$ cat src/rtl/eacs_213.sv
// Add-compare-select stage for the (2,1,3) backward-label Viterbi decoder.
// Loads four Hamming branch metrics on le, updates 8 survivor metrics/decisions on ae.
module eacs_213 #(
   parameter int unsigned W    = 4,
   parameter int unsigned n    = 2,
   parameter int unsigned k    = 1,
   parameter int unsigned NORM = 8
) (
   input  logic         clock,
   input  logic         reset,
   input  logic         le,
   input  logic         ae,
   input  logic [n-1:0] rx,
   input  logic [W-1:0] A0_old,
   input  logic [W-1:0] A1_old,
   input  logic [W-1:0] A2_old,
   input  logic [W-1:0] A3_old,
   input  logic [W-1:0] A4_old,
   input  logic [W-1:0] A5_old,
   input  logic [W-1:0] A6_old,
   input  logic [W-1:0] A7_old,
   output logic [W-1:0] A0_new,
   output logic [W-1:0] A1_new,
   output logic [W-1:0] A2_new,
   output logic [W-1:0] A3_new,
   output logic [W-1:0] A4_new,
   output logic [W-1:0] A5_new,
   output logic [W-1:0] A6_new,
   output logic [W-1:0] A7_new,
   output logic [k-1:0] P0,
   output logic [k-1:0] P1,
   output logic [k-1:0] P2,
   output logic [k-1:0] P3,
   output logic [k-1:0] P4,
   output logic [k-1:0] P5,
   output logic [k-1:0] P6,
   output logic [k-1:0] P7,
   output logic         acs_valid,
   output logic         norm_evt
);

   localparam int unsigned NS  = 8;
   localparam int unsigned NBM = 4;

   // {c0, c1} emitted on the branch from predecessor p with input bit u
   function automatic logic [1:0] code_of(input logic [2:0] p, input logic u);
      return {u ^ p[0] ^ p[1] ^ p[2], u ^ p[0] ^ p[2]};
   endfunction

   function automatic logic [1:0] bm_of(input logic [1:0] r, input logic [1:0] c);
      return 2'(r[1] ^ c[1]) + 2'(r[0] ^ c[0]);
   endfunction

   // W+1-bit sum clamped to the W-bit ceiling
   function automatic logic [W-1:0] sat_add(input logic [W-1:0] a, input logic [1:0] b);
      logic [W:0] sum;
      sum = (W+1)'(a) + (W+1)'(b);
      return sum[W] ? {W{1'b1}} : sum[W-1:0];
   endfunction

   logic [n-1:0]  rx_q;
   logic [1:0]    bm_q  [NBM];
   logic [1:0]    bm_c  [NBM];
   logic [W-1:0]  a_old [NS];
   logic [W-1:0]  a_q   [NS];
   logic [W-1:0]  surv  [NS];
   logic [NS-1:0] d_q;
   logic [NS-1:0] dec_c;
   logic [NS-1:0] ge_norm;
   logic          norm_c;

   assign a_old = '{A0_old, A1_old, A2_old, A3_old, A4_old, A5_old, A6_old, A7_old};

   for (genvar gc = 0; gc < NBM; gc++) begin : g_bm
      assign bm_c[gc] = bm_of(rx, 2'(gc));
   end

   // Per-state add/compare/select; p1 differs from p0 only in its MSB
   for (genvar gs = 0; gs < NS; gs++) begin : g_acs
      localparam logic [2:0] ST    = 3'(gs);
      localparam logic [2:0] PR0   = {1'b0, ST[2:1]};
      localparam logic [2:0] PR1   = {1'b1, ST[2:1]};
      localparam logic [1:0] CODE0 = code_of(PR0, ST[0]);
      localparam logic [1:0] CODE1 = code_of(PR1, ST[0]);
      logic [W-1:0] m0;
      logic [W-1:0] m1;
      assign m0          = sat_add(a_old[PR0], bm_q[CODE0]);
      assign m1          = sat_add(a_old[PR1], bm_q[CODE1]);
      assign dec_c[gs]   = (m1 < m0);
      assign surv[gs]    = dec_c[gs] ? m1 : m0;
      assign ge_norm[gs] = (surv[gs] >= W'(NORM));
   end

   assign norm_c = &ge_norm;

   // Load has priority over add; a reset drops whatever was loaded
   always_ff @(posedge clock or posedge reset) begin
      if (reset) begin
         rx_q      <= '0;
         d_q       <= '0;
         acs_valid <= 1'b0;
         norm_evt  <= 1'b0;
         for (int i = 0; i < int'(NBM); i++) bm_q[i] <= '0;
         for (int i = 0; i < int'(NS); i++) a_q[i] <= (i == 0) ? '0 : '1;
      end else begin
         acs_valid <= 1'b0;
         norm_evt  <= 1'b0;
         if (le) begin
            rx_q <= rx;
            for (int i = 0; i < int'(NBM); i++) bm_q[i] <= bm_c[i];
         end else if (ae) begin
            for (int i = 0; i < int'(NS); i++)
               a_q[i] <= norm_c ? (surv[i] - W'(NORM)) : surv[i];
            d_q       <= dec_c;
            acs_valid <= 1'b1;
            norm_evt  <= norm_c;
         end
      end
   end

   // The captured symbol and the metric bank must always agree
   a_bm_track: assert property (@(posedge clock) disable iff (reset)
                                bm_q[0] == bm_of(rx_q, 2'b00));

   assign A0_new = a_q[0];
   assign A1_new = a_q[1];
   assign A2_new = a_q[2];
   assign A3_new = a_q[3];
   assign A4_new = a_q[4];
   assign A5_new = a_q[5];
   assign A6_new = a_q[6];
   assign A7_new = a_q[7];

   assign P0 = k'(d_q[0]);
   assign P1 = k'(d_q[1]);
   assign P2 = k'(d_q[2]);
   assign P3 = k'(d_q[3]);
   assign P4 = k'(d_q[4]);
   assign P5 = k'(d_q[5]);
   assign P6 = k'(d_q[6]);
   assign P7 = k'(d_q[7]);

endmodule

$ cat config.mk
export PLATFORM = sky130hd
export DESIGN_NAME = eacs_213
export DESIGN_NICKNAME = d
export VERILOG_FILES = /design/src/rtl/eacs_213.sv
export SDC_FILE = /design/constraint.sdc
export NUM_CORES = 1
export LEC_CHECK = 0
export ABC_AREA = 1
export ABC_CLOCK_PERIOD_IN_PS = 2700
export BUFFER_PORTS_ARGS = -buffer_cell sky130_fd_sc_hd__buf_4
export CAP_MARGIN = 5
export CELL_PAD_IN_SITES_DETAIL_PLACEMENT = 0
export CELL_PAD_IN_SITES_GLOBAL_PLACEMENT = 1
export CORE_ASPECT_RATIO = 1.1
export CORE_MARGIN = 5
export CORE_UTILIZATION = 37
export CTS_CLUSTER_DIAMETER = 80
export CTS_CLUSTER_SIZE = 20
export DETAILED_ROUTE_END_ITERATION = 8
export HOLD_SLACK_MARGIN = 0.12
export PLACE_DENSITY_LB_ADDON = 0.08
export SYNTH_ARGS = -nofsm -noshare
export SYNTH_HDL_FRONTEND = slang
export SYNTH_SLANG_ARGS = --single-unit
$ cat constraint.sdc
create_clock -name clock -period 2.7 [get_ports clock]
set_clock_uncertainty 0.2 [all_clocks]
set_input_delay 0.54 -clock clock [delete_from_list [all_inputs] [get_ports clock]]
set_output_delay 0.54 -clock clock [all_outputs]
set_load 0.1 [all_outputs]
==> reports/metrics.csv, run 1 <==
stage,metric,value,unit
floorplan,Die H,126,um
detailed_routing,DRC viols,0,
cts,clk sinks,48,
worst_setup_path,kind of critical path,reg2reg,
global_route,vias in the first global route,4945,
detailed_routing,DR WL/cell,14.1,um
worst_setup_path,crit path DAT,3.04,ns
logic_synthesis,Synth cell types,25,
logic_synthesis,post-synthesis sequential area ratio,0.272,
cts,clock root buffer,clkbuf_16,
logic_synthesis,Synth area leader,dfstp_2,
logic_synthesis,Yosys Warn Count,0,
sta,Final Hold Viols,0,
flow_run,Max Cap Viol,0,
global_route,global-route wire length before repair,23.5,mm
logic_synthesis,top post-synthesis cells by area,"dfstp_2 16%, nand2_1 15%, ha_1 14%, dfrtp_1 11%, o21ai_0 10%",
logic_synthesis,number of synthesized flops with an enable pin,0,
cts,clk_lat worst skew,0.29,ns
placement,HPWL Detailed,10.9,mm
placement,port bufs,79,
logic_synthesis,Synth Cell Area,0.00455,mm2
sta,RSZ-0062 raised after global routing,yes,
cells_and_area,layout cells sized above 1,0.469,
global_route,grt ovf,0,
cells_and_area,fin nets,957,
floorplan,IO Count,80,
detailed_routing,via count,4852,
global_route,grt met3 use,0.0138,
cts,Hold Buf Count CTS,0,
status,failing checks,setup timing,
global_route,largest net degree at the start of global routing,60,
sta,setup TNS,-3.56,ns
logic_synthesis,xor-xnor portion of the synthesized cell area,0,
logic_synthesis,Synth top cells by count,"177 x nand2_1, 91 x o21ai_0, 85 x inv_1",
sta,Max-slew headroom,0.574,
placement,placed cell area,0.00617,mm2
logic_synthesis,main combinational cell family by area after synthesis,simple AND/OR/NAND/NOR gates,
cells_and_area,Finished Cell Area,0.00709,mm2
floorplan,Initial Utilization,0.378,
power_and_ir_drop,power after layout,5.06,mW
floorplan,Die ar.,0.0146,mm2
global_route,met2 GRT Util,0.369,
worst_setup_path,crit start category,flop,
global_route,GRT Total Usage,0.199,
cells_and_area,multi-input combinational cell area,0.00352,mm2
worst_hold_path,Hold/Removal Path Class,in2async,
cts,Clock Pin Slew Worst Setup and Hold Paths,0.07,ns
logic_synthesis,compound-gate portion of the synthesized area,0.156,
floorplan,num rows,42,
logic_synthesis,mean post-synth cell area,7.19,um2
detailed_routing,DRT Pass-1 Iters,4,
sta,post-route worst setup slack,-0.307,ns
power_and_ir_drop,Leakage,3.64,nW
cells_and_area,P&R area growth vs syn,55.8,%
logic_synthesis,synthesized net count,739,
logic_synthesis,post-synthesis cell count,633,
power_and_ir_drop,PD cells,713,mW/mm2
global_route,antenna violations before repair,0,
cts,CTS tree,built,
floorplan,Die Wd,116,um
worst_setup_path,worst-path fanout max,6,
logic_synthesis,"Top FF cell, synth",dfstp_2,
sta,Tmin final,3.01,ns
cells_and_area,diode count,0,
global_route,"Most Used Layer, Global Route",met2,
worst_setup_path,endpoint required time on the critical path,2.73,ns
cts,htree depth,2,
power_and_ir_drop,maximum vdd drop,0.505,mV
sta,fmax,0.333,GHz
cts,CTS buffer count,5,
logic_synthesis,simple-gate area share of the yosys netlist,0.279,
sta,final period utilization,1.11,
logic_synthesis,"count leader, synth",nand2_1,
floorplan,core area,0.0120,mm2
logic_synthesis,Post-Synth Adder-Cell Area,0.213,
logic_synthesis,ys async rst share,1.00,
detailed_routing,post-route ant nets,0,
worst_setup_path,Worst Setup End Kind,flop,
global_route,met1 usage,0.248,
detailed_routing,Initial DRC Count,160,
sta,Final Setup Violations,22,
sta,max-slew violations,0,
cells_and_area,Filler Cell Count,1119,
detailed_routing,Total Wirelength,14.2,mm
logic_synthesis,#FFs+latches synth,48,
sta,Hold WS,0.221,ns
sta,actual slew at the worst max-slew pin,0.639,ns
status,status,finished with violations,
cts,Max clock buf depth,2,
detailed_routing,DR vias/cell,4.82,
placement,gpl congestion,0.860,
cells_and_area,register area,0.00124,mm2
cells_and_area,Final Core Density,0.589,
logic_synthesis,post-synthesis mux area share,0,
logic_synthesis,top cell type's share of synthesized area,0.162,
registers in the layout, indices dropped and copies added (netlist names):
register / count
A3_new: 4
A6_new: 4
bm_q: 6
A0_new: 4
A1_new: 4
d_q: 8
norm_evt: 1
A2_new: 4
A5_new: 4
A7_new: 4
acs_valid: 1
A4_new: 4
cells by family after synthesis:
logic type                 count (synthesis)
buffers and inverters                     96
adders and majority gates                 68
AOI/OAI and AO/OA                        136
DFF                                       48
and+or+nand+nor                          285
area by class of cell:
class,count,area share
Sequential cell,48,0.175
Clock inverter,3,0.00335
Tap cell,154,0.0272
Clock buffer,5,0.0176
Multi-Input combinational cell,492,0.496
Timing Repair Buffer,217,0.234
Inverter,87,0.0469
per-layer routing:
layer | vias up | share of wire
met5 | - | 0
met2 | 77 | 0.53
met3 | 12 | 0.026
met4 | 0 | 0.012
met1 | 2271 | 0.43
li1 | 2492 | -
critical path, cell delays in order, from the launching register on:
cell,delay (ns)
dfrtp_2,0.52
ha_4,0.19
inv_4,0.04
fa_2,0.40
nand3b_1,0.20
and2_4,0.19
ha_4,0.26
nand2_2,0.05
nand2_2,0.07
nand2_2,0.06
nand2_2,0.07
nand2_2,0.05
nand2_2,0.08
nand2_4,0.09
nor2_8,0.18
nand2_4,0.09
nand2_2,0.07
nand3_2,0.06
nand2_2,0.06
per-stage QoR:
step / worst slack (ns) / instances
6_report: -0.307 / 1006
5_1_grt: -0.477 / 1006
4_1_cts: -0.287 / 1001
3_5_place_dp: -0.535 / 959
3_3_place_gp: -0.463 / 959
2_1_floorplan: -0.142 / 633
final timing paths:
| path | slack, ns | cells past startpoint | start | to |
|---|---|---|---|---|
| max | -0.31 | 18 | bm_q[4] | A0_new[3] |
| min | 0.22 | 3 | reset | norm_evt |
| max reg2reg | -0.31 | 18 | bm_q[4] | A0_new[3] |
| min reg2reg | 0.28 | 2 | A2_new[3] | A2_new[3] |
| max in group asynchronous | 1.63 | 3 | reset | bm_q[4] |
| min in group clock | 0.28 | 2 | A2_new[3] | A2_new[3] |
timing repair:
action                                  in CTS  in global routing
gates resized for setup                    103                 44
buffers inserted                            31                  5
pin swaps                                   54                 26
gates cloned                                 3                  0
endpoints found under the setup margin      39                 41
cell usage in the layout (no fill, tap or decap), drive strengths merged:
cell,synthesis,final
ha,52,52
nand3b,6,6
dfstp,28,28
a21oi,32,32
clkbuf,8,5
buf,1,217
nand3,33,33
o21a,11,11
nor2,40,42
fa,16,16
or2,2,2
and2,8,8
dfrtp,20,20
o22ai,1,1
inv,87,86
o21ai,92,92
nand2,196,197
clkinvlp,0,3
clkinv,0,1
report_power, final:
part           switching [mW]  leakage (nW)  internal, mW  total [mW]
sequential              0.115         0.540         0.963        1.08
clock                   0.304        0.0660         0.346       0.649
combinational            2.23          3.04          1.11        3.33
total                    2.64          3.64          2.42        5.06
No activity file was read; power rests on OpenSTA's default activity.
==> run 2, diff against run 1 <==
--- a/config.mk
+++ b/config.mk
@@ -5,7 +5,7 @@
 export SDC_FILE = /design/constraint.sdc
 export NUM_CORES = 1
 export LEC_CHECK = 0
-export ABC_AREA = 1
+export ABC_AREA = 0
 export ABC_CLOCK_PERIOD_IN_PS = 2700
 export BUFFER_PORTS_ARGS = -buffer_cell sky130_fd_sc_hd__buf_4
 export CAP_MARGIN = 5
@@ -13,7 +13,7 @@
 export CELL_PAD_IN_SITES_GLOBAL_PLACEMENT = 1
 export CORE_ASPECT_RATIO = 1.1
 export CORE_MARGIN = 5
-export CORE_UTILIZATION = 37
+export CORE_UTILIZATION = 39
 export CTS_CLUSTER_DIAMETER = 80
 export CTS_CLUSTER_SIZE = 20
 export DETAILED_ROUTE_END_ITERATION = 8
==> run 2 against run 1 <==
  * Critical path type unchanged
  * Largest power group unchanged
  * Final cell count is 3.5% lower
  * Combinational power is 23% higher
  * The run still ends with setup timing left
  * Clock power rose by 2%
==> reports/metrics.csv, run 2 <==
stage,metric,value,unit
cts,CTS tree,built,
power_and_ir_drop,Leakage,3.72,nW
status,failing checks,setup timing,
global_route,GRT Total Usage,0.210,
cells_and_area,P&R area growth vs syn,64.1,%
detailed_routing,post-route ant nets,0,
floorplan,core area,0.0121,mm2
logic_synthesis,Synth top cells by count,"60 x nand2_1, 52 x ha_1, 46 x inv_1",
cells_and_area,layout cells sized above 1,0.537,
placement,HPWL Detailed,12.2,mm
worst_setup_path,crit path DAT,3.83,ns
logic_synthesis,mean post-synth cell area,8.63,um2
cts,clock root buffer,clkbuf_16,
floorplan,num rows,42,
logic_synthesis,#FFs+latches synth,48,
sta,actual slew at the worst max-slew pin,0.654,ns
sta,setup TNS,-16.62,ns
placement,gpl congestion,0.869,
flow_run,Max Cap Viol,0,
cells_and_area,register area,0.00124,mm2
worst_setup_path,worst-path fanout max,5,
cells_and_area,fin nets,922,
global_route,vias in the first global route,5424,
cells_and_area,"most common cell after layout, fill and taps aside",buf_4,
worst_setup_path,Setup crit start,bm_q[6],
global_route,grt ovf,0,
logic_synthesis,Synth cell types,56,
detailed_routing,DRC viols,0,
logic_synthesis,"count leader, synth",nand2_1,
sta,post-route worst setup slack,-1.11,ns
cts,htree depth,2,
cells_and_area,multi-input combinational cell area,0.00423,mm2
logic_synthesis,Synth Cell Area,0.00487,mm2
logic_synthesis,post-synthesis cell count,564,
sta,Final Hold Viols,0,
logic_synthesis,Yosys Warn Count,0,
logic_synthesis,post-synthesis sequential area ratio,0.254,
cts,Clock Pin Slew Worst Setup and Hold Paths,0.07,ns
cells_and_area,max reg flops,8,
cells_and_area,non-filler instance count after layout,971,
logic_synthesis,Synth area leader,dfstp_2,
power_and_ir_drop,PD cells,733,mW/mm2
power_and_ir_drop,power after layout,5.86,mW
sta,max-slew violations,0,
placement,# placed instances,928,
worst_hold_path,Hold/Removal Path Class,in2async,
sta,Max-slew headroom,0.564,
floorplan,Die H,127,um
sta,fmax,0.262,GHz
placement,Setup WS pre-CTS,-1.38,ns
cells_and_area,Filler Cell Count,1018,
detailed_routing,via count,5123,
detailed_routing,DR WL/cell,16.2,um
sta,Tmin final,3.81,ns
sta,final period utilization,1.41,
worst_setup_path,critical path capture point,A1_new[3],
cts,clk sinks,48,
cells_and_area,most frequent cells in the layout,"241 x buf_4, 58 x nand2_1, 37 x nor2_1, 32 x inv_1",
worst_setup_path,Worst Setup End Kind,flop,
detailed_routing,DRT Pass-1 Iters,4,
status,status,finished with violations,
logic_synthesis,top post-synthesis cells by area,"dfstp_2 15%, ha_1 13%, dfrtp_1 10%, fa_1 6.6%, nand2_1 4.6%",
logic_synthesis,number of synthesized flops with an enable pin,0,
worst_setup_path,cells on worst reg2reg path,17,
logic_synthesis,"Top FF cell, synth",dfstp_2,
floorplan,Initial Utilization,0.401,
sta,Final Setup Violations,40,
logic_synthesis,synthesized net count,670,
logic_synthesis,top cell type's share of synthesized area,0.151,
worst_setup_path,flop-to-flop setup slack,-1.11,ns
cells_and_area,diode count,0,
power_and_ir_drop,maximum vdd drop,0.477,mV
detailed_routing,Total Wirelength,15.7,mm
sta,RSZ-0062 raised after global routing,yes,
logic_synthesis,ys async rst share,1.00,
cts,CTS buffer count,5,
floorplan,Die Wd,117,um
worst_setup_path,crit start category,flop,
worst_setup_path,kind of critical path,reg2reg,
cells_and_area,Finished Cell Area,0.00799,mm2
global_route,antenna violations before repair,0,
worst_setup_path,endpoint required time on the critical path,2.72,ns
detailed_routing,Initial DRC Count,166,
detailed_routing,DR vias/cell,5.28,
floorplan,Die ar.,0.0148,mm2
placement,port bufs,79,
global_route,largest net degree at the start of global routing,49,
cells_and_area,Top Registers,"d_q x8, bm_q x6",
cts,Max clock buf depth,2,
cells_and_area,Largest Register,d_q,
worst_setup_path,FF-to-FF End,A1_new[3],
worst_setup_path,RR Startpoint,bm_q[6],
floorplan,IO Count,80,
global_route,global-route wire length before repair,25.4,mm
placement,placed cell area,0.00702,mm2
cts,clk_lat worst skew,0.30,ns
==> run 2: logic make-up (layout without fill, tap and decap cells) <==
logic type                 count (synthesis)  after routing  share of synthesized area
DFF                                       48             48                      0.254
AOI/OAI and AO/OA                        169            169                      0.236
muxes                                     32             32                     0.0694
and+or+nand+nor                          188            188                      0.194
buffers and inverters                     59            312                     0.0470
adders and majority gates                 68             68                      0.199
==> run 2: power by group <==
part | total, mW | switching (mW) | internal (mW) | leakage (nW)
combinational | 4.10 | 2.53 | 1.57 | 3.11
sequential | 1.10 | 0.117 | 0.979 | 0.541
clock | 0.664 | 0.297 | 0.367 | 0.0766
total | 5.86 | 2.94 | 2.92 | 3.72
==> run 2: timing repair <==
| action | 4_1_cts | 5_1_grt |
|---|---|---|
| setup buffers | 25 | 13 |
| setup endpoints to repair | 41 | 41 |
| pin swaps | 47 | 34 |
| gates resized for setup | 94 | 48 |
| hold buffers | 0 | 0 |
==> run 2: per-stage QoR <==
| step | util | hold WS (ns) |
|---|---|---|
| finish | 0.658 | 0.219 |
| global route | 0.658 | 0.284 |
| floorplan | - | 0.407 |
| detailed placement | 0.578 | 0.255 |
| CTS | 0.636 | 0.253 |
| global placement | 0.578 | 0.251 |
==> run 2: layout make-up <==
class                   count  area share
clock inverters             2     0.00125
inverters                  46      0.0226
repair buffers            258       0.250
multi-input cells         457       0.529
clock buffers               6      0.0174
flip-flops and latches     48       0.155
well taps                 154      0.0241
==> run 2: how the worst min path moves through the flow <==
stage / startpoint / endpoint / slack (ns) / cells after the start
5_1_grt: A2_new[2] / A2_new[2] / 0.28 / 2
6_report: reset / d_q[1] / 0.22 / 3
2_1_floorplan: bm_q[6] / bm_q[6] / 0.41 / 1
3_3_place_gp: A6_new[0] / A6_new[0] / 0.25 / 2
3_5_place_dp: A6_new[0] / A6_new[0] / 0.26 / 2
4_1_cts: reset / A0_new[2] / 0.25 / 3
==> run 2: worst max-delay path: stages (launching register included) <==
cell and delay, ns:
dfrtp_2 0.45, buf_4 0.15, ha_4 0.15, inv_2 0.07, fa_2 0.24, nand3_1 0.09, o211ai_1 0.29, inv_1 0.14
ha_4 0.25, a21oi_4 0.13, inv_1 0.06, a311o_1 0.29, a222oi_1 0.32, nand4_1 0.17, buf_4 0.19, buf_4 0.14
o21a_1 0.18, o31ai_2 0.22
==> run 2: layer usage <==
metal / share of wire / wire length, um / track usage
met5: 0 / 0 / 0
met3: 0.038 / 598 / 0.0260
met1: 0.43 / 6720 / 0.255
met4: 0.018 / 280 / 0.0574
met2: 0.52 / 8100 / 0.386
